## config.mk

```make
export PLATFORM = sky130hd
export DESIGN_NAME = multicycle_control
export DESIGN_NICKNAME = d
export VERILOG_FILES = /design/src/rtl/mc_pkg.sv /design/src/rtl/mc_wait_timer.sv /design/src/rtl/multicycle_control.sv
export SDC_FILE = /design/constraint.sdc
export NUM_CORES = 1
export LEC_CHECK = 0
export CELL_PAD_IN_SITES_DETAIL_PLACEMENT = 0
export CELL_PAD_IN_SITES_GLOBAL_PLACEMENT = 1
export CORE_MARGIN = 5
export CORE_UTILIZATION = 44
export CTS_BUF_LIST = sky130_fd_sc_hd__clkbuf_2 sky130_fd_sc_hd__clkbuf_4 sky130_fd_sc_hd__clkbuf_8
export CTS_CLUSTER_DIAMETER = 200
export DETAILED_ROUTE_END_ITERATION = 16
export PLACE_DENSITY_LB_ADDON = 0.1
export SETUP_SLACK_MARGIN = 0.5
export SLEW_MARGIN = 10
export SYNTH_ARGS = -nofsm -noshare
export SYNTH_HDL_FRONTEND = slang
export SYNTH_SLANG_ARGS = --single-unit
```

## constraint.sdc

```tcl
create_clock -name clk -period 4.1 [get_ports clk]
set_clock_uncertainty 0.05 [all_clocks]
set_input_delay 1.23 -clock clk [delete_from_list [all_inputs] [get_ports clk]]
set_output_delay 1.23 -clock clk [all_outputs]
set_load 0.01 [all_outputs]
```

## src/rtl/mc_pkg.sv

```systemverilog
// mc_pkg: shared types for the multicycle controller.
// Holds the state enumeration, opcode constants, datapath select encodings,
// the control-word struct and the Moore decode from state to control word.
package mc_pkg;

  typedef enum logic [3:0] {
    FETCH  = 4'd0,
    DECODE = 4'd1,
    MEMADR = 4'd2,
    MEMRD  = 4'd3,
    MEMWB  = 4'd4,
    MEMWR  = 4'd5,
    EXEC_R = 4'd6,
    RWB    = 4'd7,
    EXEC_I = 4'd8,
    IWB    = 4'd9,
    BRANCH = 4'd10,
    JUMP   = 4'd11,
    HALT   = 4'd12,
    FAULT  = 4'd13
  } state_t;

  localparam logic [5:0] RTYPE = 6'b000000;
  localparam logic [5:0] ADDI  = 6'b001000;
  localparam logic [5:0] ADDIU = 6'b001001;
  localparam logic [5:0] LW    = 6'b100011;
  localparam logic [5:0] SW    = 6'b101011;
  localparam logic [5:0] BEQ   = 6'b000100;
  localparam logic [5:0] J     = 6'b000010;
  localparam logic [5:0] HLT   = 6'b111111;

  localparam logic [1:0] ALU_ADD   = 2'b00;
  localparam logic [1:0] ALU_SUB   = 2'b01;
  localparam logic [1:0] ALU_FUNCT = 2'b10;

  localparam logic [1:0] SRCB_REG   = 2'b00;
  localparam logic [1:0] SRCB_FOUR  = 2'b01;
  localparam logic [1:0] SRCB_IMM   = 2'b10;
  localparam logic [1:0] SRCB_SHIMM = 2'b11;

  localparam logic [1:0] PC_ALU    = 2'b00;
  localparam logic [1:0] PC_ALUOUT = 2'b01;
  localparam logic [1:0] PC_JUMP   = 2'b10;

  typedef struct packed {
    logic       pcwrite;
    logic       pcwritecond;
    logic       iord;
    logic       irwrite;
    logic       memread;
    logic       memwrite;
    logic       memtoreg;
    logic       regdst;
    logic       regwrite;
    logic       alusrca;
    logic [1:0] alusrcb;
    logic [1:0] aluop;
    logic [1:0] pcsource;
    logic       halted;
    logic       fault;
  } ctl_t;

  // Per-state control word. The FETCH irwrite/pcwrite pulse depends on
  // mem_ready and is added by the top level, so it is 0 here.
  function automatic ctl_t ctl_of(input state_t s);
    ctl_t c;
    c = '0;
    case (s)
      FETCH: begin
        c.memread = 1'b1;
        c.alusrcb = SRCB_FOUR;
        c.aluop   = ALU_ADD;
        c.pcsource = PC_ALU;
      end
      DECODE: begin
        c.alusrcb = SRCB_SHIMM;
        c.aluop   = ALU_ADD;
      end
      MEMADR, EXEC_I: begin
        c.alusrca = 1'b1;
        c.alusrcb = SRCB_IMM;
        c.aluop   = ALU_ADD;
      end
      MEMRD: begin
        c.memread = 1'b1;
        c.iord    = 1'b1;
      end
      MEMWR: begin
        c.memwrite = 1'b1;
        c.iord     = 1'b1;
      end
      MEMWB: begin
        c.regwrite = 1'b1;
        c.memtoreg = 1'b1;
      end
      EXEC_R: begin
        c.alusrca = 1'b1;
        c.alusrcb = SRCB_REG;
        c.aluop   = ALU_FUNCT;
      end
      RWB: begin
        c.regdst   = 1'b1;
        c.regwrite = 1'b1;
      end
      IWB: c.regwrite = 1'b1;
      BRANCH: begin
        c.alusrca     = 1'b1;
        c.alusrcb     = SRCB_REG;
        c.aluop       = ALU_SUB;
        c.pcwritecond = 1'b1;
        c.pcsource    = PC_ALUOUT;
      end
      JUMP: begin
        c.pcwrite  = 1'b1;
        c.pcsource = PC_JUMP;
      end
      HALT:    c.halted = 1'b1;
      FAULT:   c.fault  = 1'b1;
      default: c = '0;
    endcase
    return c;
  endfunction

endpackage

```

## src/rtl/mc_wait_timer.sv

```systemverilog
// mc_wait_timer: counts cycles spent waiting for mem_ready in a memory state.
// Ports: clk/reset (async high), active = FSM is in a memory state,
//        ready = mem_ready, expired = limit reached with no ready this cycle.
module mc_wait_timer #(
  parameter int TIMEOUT = 16,
  parameter int CNT_W   = 8
) (
  input  logic clk,
  input  logic reset,
  input  logic active,
  input  logic ready,
  output logic expired
);

  localparam logic [CNT_W-1:0] LIMIT = CNT_W'(TIMEOUT);

  logic [CNT_W-1:0] cnt;

  // Every memory state exits on ready or on expiry, and the count is held at
  // zero outside memory states, so each entry starts from zero.
  always_ff @(posedge clk or posedge reset) begin
    if (reset) begin
      cnt <= '0;
    end else if (!active || ready || cnt == LIMIT) begin
      cnt <= '0;
    end else begin
      cnt <= cnt + CNT_W'(1);
    end
  end

  // ready in the limit cycle takes priority over expiry.
  assign expired = active && !ready && (cnt == LIMIT);

endmodule

```

## src/rtl/multicycle_control.sv

```systemverilog
// multicycle_control: Moore control FSM for a multicycle MIPS-style datapath.
// Ports: clk, reset (async high), opcode, mem_ready in; datapath strobes,
//        selects, halted, fault and debug state out.
module multicycle_control
  import mc_pkg::*;
#(
  parameter int TIMEOUT = 16,
  parameter int CNT_W   = 8
) (
  input  logic       clk,
  input  logic       reset,
  input  logic [5:0] opcode,
  input  logic       mem_ready,
  output logic       pcwrite,
  output logic       pcwritecond,
  output logic       iord,
  output logic       irwrite,
  output logic       memread,
  output logic       memwrite,
  output logic       memtoreg,
  output logic       regdst,
  output logic       regwrite,
  output logic       alusrca,
  output logic [1:0] alusrcb,
  output logic [1:0] aluop,
  output logic [1:0] pcsource,
  output logic       halted,
  output logic       fault,
  output logic [3:0] state
);

  state_t cur;
  state_t nxt;
  ctl_t   ctl;
  logic   wait_st;
  logic   expired;
  logic   fetch_go;

  assign wait_st = (cur == FETCH) || (cur == MEMRD) || (cur == MEMWR);

  mc_wait_timer #(
    .TIMEOUT(TIMEOUT),
    .CNT_W  (CNT_W)
  ) u_timer (
    .clk    (clk),
    .reset  (reset),
    .active (wait_st),
    .ready  (mem_ready),
    .expired(expired)
  );

  always_comb begin
    nxt = cur;
    case (cur)
      FETCH: begin
        if (mem_ready)    nxt = DECODE;
        else if (expired) nxt = FAULT;
      end
      DECODE: begin
        case (opcode)
          RTYPE:       nxt = EXEC_R;
          ADDI, ADDIU: nxt = EXEC_I;
          LW, SW:      nxt = MEMADR;
          BEQ:         nxt = BRANCH;
          J:           nxt = JUMP;
          HLT:         nxt = HALT;
          default:     nxt = FAULT;
        endcase
      end
      // opcode is re-sampled here; anything but lw/sw is treated as undefined.
      MEMADR: begin
        if (opcode == LW)      nxt = MEMRD;
        else if (opcode == SW) nxt = MEMWR;
        else                   nxt = FAULT;
      end
      MEMRD: begin
        if (mem_ready)    nxt = MEMWB;
        else if (expired) nxt = FAULT;
      end
      MEMWR: begin
        if (mem_ready)    nxt = FETCH;
        else if (expired) nxt = FAULT;
      end
      EXEC_R:  nxt = RWB;
      EXEC_I:  nxt = IWB;
      MEMWB, RWB, IWB, BRANCH, JUMP: nxt = FETCH;
      HALT:    nxt = HALT;
      FAULT:   nxt = FAULT;
      default: nxt = FAULT;
    endcase
  end

  // Control word is registered alongside the state so outputs are glitch-free.
  always_ff @(posedge clk or posedge reset) begin
    if (reset) begin
      cur <= FETCH;
      ctl <= ctl_of(FETCH);
    end else begin
      cur <= nxt;
      ctl <= ctl_of(nxt);
    end
  end

  // The instruction-register load and PC increment happen only in the cycle
  // the fetch completes, and never while reset is held.
  assign fetch_go = (cur == FETCH) && mem_ready && !reset;

  assign pcwrite     = ctl.pcwrite | fetch_go;
  assign irwrite     = ctl.irwrite | fetch_go;
  assign pcwritecond = ctl.pcwritecond;
  assign iord        = ctl.iord;
  assign memread     = ctl.memread;
  assign memwrite    = ctl.memwrite;
  assign memtoreg    = ctl.memtoreg;
  assign regdst      = ctl.regdst;
  assign regwrite    = ctl.regwrite;
  assign alusrca     = ctl.alusrca;
  assign alusrcb     = ctl.alusrcb;
  assign aluop       = ctl.aluop;
  assign pcsource    = ctl.pcsource;
  assign halted      = ctl.halted;
  assign fault       = ctl.fault;
  assign state       = cur;

endmodule

```

==> impl_metrics.yaml, run 1 <==
outcome:
  status: "finished clean"
floorplanning:
  rows: 21
  ios: 31
  die_y_um: 69.19
  initial_core_util_pct: 45.83
  dieArea_mm2: 0.004787
  core_area_mm2: 0.003363
  die_w_um: 69.19
sta:
  hold_viol_final: 0
  period_needed_ns: 3.518
  holdWs_ns: 0.4428
  worstMarginPinSlew_ns: 1.031
  tns_ns: 0
  fmax_ghz: 0.2842
  rsz0062_at_grt: "false"
  maxSlewHeadroom_pct: 31.21
  slew_viol_final: 0
  fin_crit_sh_pct: 85.81
  setup_viol: 0
setup_path:
  start_kind: "input port"
  path_buf_inv: 2
  critPathRequiredTime_ns: 2.82
  critPathMaxStageDelay_ns: 0.49
  crit_arrival_ns: 2.24
  cpMaxStageDelayCell: "clkdlybuf4s50_1"
  endpoint_kind: "output port"
  path_class: "input port to output port"
  critPathMaxFanout: 2
  r2r-start: "state[1]"
  crit_family: "buffers and inverters"
  crit_start: "mem_ready"
  worstPathCellList: "clkdlybuf4s50_1, nand3_2, nor2_2, dlygate4sd2_1"
place:
  routabilityCongestion: 0.8358
  io_buffers: 30
  placedCellCount: 219
  dpl.hpwl_um: 2262
grt:
  antenna_found_initial: 0
  grt_max_degree: 29
  grt_pass1_wl_um: 5292
  grt_pass1_vias: 1124
  track_usage_pct: 13.36
  grt_overflow_total: 0
logic_synthesis:
  ys_types: 48
  yosys.area.top_type_share_pct: 42.21
  synth.avg_cell_area_um2: 10.08
  syn_area_mm2: 0.001541
  syn_inst: 153
  ys_async_sr_fraction_pct: 100.0
  synth_area_leaders: "dfrtp_1 (42%), nor2_1 (5.1%), dfstp_2 (3.4%), a21oi_1 (2.9%), buf_4 (2.9%)"
  syn_nets: 164
  ys_seq_elements: 28
  synthFlopType: "dfrtp_1"
  synth_top_area_cell: "dfrtp_1"
  ys_top_cells_by_count: "dfrtp_1 (26), nor2_1 (21), a21oi_1 (9)"
  yosys_warnings: 0
  synth_edf_count: 0
  yosysSeqAreaShare_pct: 45.62
  yosysMostFrequentCell: "dfrtp_1"
cts:
  cts.sinks: 28
  cts_buffers: 3
  clock_path_buffers: 2
  cts_tree: "yes"
  path_clk_slew_ns: 0.14
  cts-htree-levels: 1
  clk_latency_ns: 0.33
  ctsHoldBuffers: 0
  cts_setup_buffers: 0
  root_buffer: "clkbuf_4"
finish:
  drive_gt1_share_pct: 14.69
  nets: 189
  syn2layout_area_growth_pct: 21.02
  fin_util_pct: 55.47
  fin_cells: 223
  diodes: 0
pwr:
  cellLeakagePower_uw: 0.0007860
  power_uw: 1131
  ir_drop_mv: 0.3300
  powerDensity_mw_per_mm2: 606.1
routing:
  route.detailed.drc: 0
  drt-initial-drc-count: 47
  wl_um: 2984
  drtAntennaViolNets: 0
  avgRoutedWirePerCell_um: 13.38
  first_pass_iters: 4
  viasPerCell: 5.161
  via_count: 1151
hold_path:
  min_from: "u_timer.cnt[0]"
  hp-class: "flip-flop to flip-flop"
run:
  max_cap_violations: 0
-- kinds of logic after synthesis --
logic type / count (synthesis) / share of synthesized area [%]
AND/OR/NAND/NOR: 68 / 23.70
flip-flops: 28 / 45.62
AO/OA/AOI/OAI: 27 / 15.02
buffers and inverters: 17 / 7.629
XOR/XNOR: 10 / 5.682
adder cells (fa/ha/maj): 2 / 1.623
multiplexers: 1 / 0.7305
-- cells in the final DEF (no fill, tap or decap), types with 4 or more instances in the layout --
master and instances:
nor2_1 20, or2_2 4, a21oi_1 9, nand3_1 7
xnor2_1 5, clkdlybuf4s50_1 28, dfrtp_1 26, xor2_1 5
inv_1 5, nor3_1 7, nand2_1 7
-- final cells by class --
class / count / area [µm²]
tap: 46 / 57.56
inverter: 6 / 22.52
multi-input combinational: 108 / 728.2
sequential: 28 / 703.2
clock buffer: 3 / 22.52
timing repair buffer: 31 / 301.5
clock inverter: 1 / 30.03
fill: 319 / 1498
-- state kept, by name, summed over array words and instances, names as in the netlist, 2 cells and up --
signal       cells
aluop            2
alusrcb          2
pcsource         2
state            4
u_timer.cnt      8
-- power by group --
| part | internal (µW) | switching (µW) |
|---|---|---|
| combinational | 262 | 291 |
| sequential | 334 | 64.9 |
| clock | 98.9 | 80.4 |
-- worst paths after layout --
path | endpoint | slack [ns] | cells past startpoint
setup / recovery | irwrite | 0.58 | 4
hold / removal | u_timer.cnt[0] | 0.44 | 1
setup reg to reg | regwrite | 1.82 | 6
hold reg to reg | u_timer.cnt[0] | 0.44 | 1
max in group asynchronous | regwrite | 1.95 | 2
min in group asynchronous | ctl[17] | 1.43 | 2
-- what timing repair did --
item	CTS	global route
gates resized for setup	4	2
pin swaps	1	0
setup endpoints to repair	2	1
-- through the flow --
| step | cell area [µm²] | setup slack [ns] |
|---|---|---|
| floorplan | 1541 | 1.150 |
| global placement | 1812 | 0.2081 |
| detailed placement | 1812 | 0.1817 |
| CTS | 1869 | 0.4459 |
| global route | 1866 | 0.5459 |
| finish | 1866 | 0.5819 |
-- layer usage --
metal / global-route usage, % / wire (µm)
met5: 0 / 0
met4: 4.555 / 37
met3: 3.043 / 136
met2: 21.40 / 1410
met1: 17.73 / 1400
(Power assumes the default switching activity.)
==> inputs of run 2 (changes only) <==
CORE_MARGIN = 2   (was 5)
==> run 2 against run 1 <==
Compared with the run above: maximum frequency up 0.27%; sequential power about the same; via count up 1.7%; cell area unchanged; clock power about the same; first-iteration DRC count down 36%; largest cell class unchanged.
==> impl_metrics.yaml, run 2 (synthesis results as in run 1) <==
outcome:
  status: "finished clean"
setup_path:
  path_class: "input port to output port"
  crit_start: "mem_ready"
  endpoint_kind: "output port"
  critPathRequiredTime_ns: 2.82
  reg2reg_slack_ns: 1.83
  crit_arrival_ns: 2.23
  start_kind: "input port"
  r2r-start: "state[1]"
  rr_endpoint: "regwrite"
  critPathMaxFanout: 2
  r2r.worst_path.cells: 6
routing:
  first_pass_iters: 4
  viasPerCell: 5.251
  route.detailed.drc: 0
  via_count: 1171
  drtAntennaViolNets: 0
  avgRoutedWirePerCell_um: 13.21
  wl_um: 2945
  drt-initial-drc-count: 30
sta:
  fmax_ghz: 0.2850
  period_needed_ns: 3.509
  holdWs_ns: 0.4624
  rsz0062_at_grt: "false"
  hold_viol_final: 0
  worstMarginPinSlew_ns: 1.039
  maxSlewHeadroom_pct: 30.65
  slew_viol_final: 0
  tns_ns: 0
  fin_crit_sh_pct: 85.58
  setup_viol: 0
run:
  max_cap_violations: 0
cts:
  cts_buffers: 3
  clk_latency_ns: 0.33
  cts_tree: "yes"
  path_clk_slew_ns: 0.15
  cts.sinks: 28
  root_buffer: "clkbuf_4"
  clock_path_buffers: 2
  ctsHoldBuffers: 0
  cts-htree-levels: 1
pwr:
  power.switching_uw: 438.8
  pwr-share-seq_pct: 35.3
  powerDensity_mw_per_mm2: 607.2
  comb_power_share_pct: 48.8
  ir_drop_mv: 0.4117
  p_int_uw: 693.9
  switching_share_pct: 38.74
  clkPwrFrac_pct: 15.9
  cellLeakagePower_uw: 0.0007860
floorplanning:
  core_area_mm2: 0.003363
  die_y_um: 63.19
  die_w_um: 63.19
  initial_core_util_pct: 45.83
  rows: 21
  ios: 31
  dieArea_mm2: 0.003993
grt:
  grt_pass1_wl_um: 5209
  grt_pass1_vias: 1129
  grt_max_degree: 29
  antenna_found_initial: 0
  track_usage_pct: 16.00
  grt_overflow_total: 0
place:
  dpl.hpwl_um: 2210
  io_buffers: 30
  routabilityCongestion: 0.7756
finish:
  regArea_um2: 703.2
  diodes: 0
  largest_register_ffs: 8
  layout_commonest_cell: "clkdlybuf4s50_1"
  multi_input_area_um2: 728.2
  syn2layout_area_growth_pct: 21.02
  drive_gt1_share_pct: 14.69
  nets: 189
  nFillCells: 329
  largest-register: "u_timer.cnt"
  final_cell_mix: "clkdlybuf4s50_1 (28), dfrtp_1 (26), nor2_1 (20)"
hold_path:
  hp-class: "flip-flop to flip-flop"
  min_to: "u_timer.cnt[0]"
  min_from: "u_timer.cnt[0]"
  min_path_cells: 1
==> run 2: cell counts in the layout (fill, tap and decap cells not counted) <==
Identical to the previous run, type by type.
==> run 2: layout make-up <==
class | instances | share of cell area, %
Clock buffer | 3 | 1.207
Clock inverter | 1 | 1.610
Inverter | 6 | 1.207
Multi-Input combinational cell | 108 | 39.03
Sequential cell | 28 | 37.69
Tap cell | 46 | 3.085
Timing Repair Buffer | 31 | 16.16
==> run 2: through the flow <==
| stage | std cells | worst slack [ns] | util (%) | area [µm²] | total power, µW |
|---|---|---|---|---|---|
| 6_report | 223 | 0.5912 | 55.47 | 1866 | 1133 |
| 5_1_grt | 223 | 0.5486 | 55.47 | 1866 | 1218 |
| 4_1_cts | 223 | 0.4562 | 55.58 | 1869 | 1140 |
| 3_5_place_dp | 219 | 0.2022 | 53.87 | 1812 | 957.4 |
| 3_3_place_gp | 219 | 0.2143 | 53.87 | 1812 | 949.1 |
| 2_1_floorplan | 153 | 1.150 | - | 1541 | 817.1 |
==> run 2: worst max-delay path by stage <==
stage                          to  slack (ns)  cells after the start
after floorplan           pcwrite        1.15                      3
after global placement    pcwrite        0.21                      5
after detailed placement  pcwrite        0.20                      5
after CTS                 pcwrite        0.46                      5
after global routing      irwrite        0.55                      4
final                     irwrite        0.59                      4
==> run 2: repair_timing <==
action,CTS,global route
endpoints found under the setup margin,2,1
resized for setup,4,2
pin swaps,1,0
setup buffers,0,0
==> run 2: worst max-delay path, cell delays in order <==
cell             delay (ns)
clkdlybuf4s50_1        0.49
nand3_2                0.11
nor2_2                 0.13
dlygate4sd2_1          0.27
==> run 2: routing by layer <==
layer  vias to the layer above  global-route usage, %  routed length (µm)  part of all wire (%)
li1                        571                      -                   -                     -
met1                       555                  22.26                1372                    47
met2                        37                  25.80                1354                    46
met3                         8                  2.321                 149                   5.1
met4                         0                  5.163                  69                   2.3
met5                         -                      0                   0                     0
==> run 2: power by group through the flow <==
stage	clock, µW	sequential [µW]	combinational [µW]
2_1_floorplan	0	381	436
3_3_place_gp	0	402	547
3_5_place_dp	0	405	553
4_1_cts	183	400	557
5_1_grt	194	408	615
6_report	180	400	552
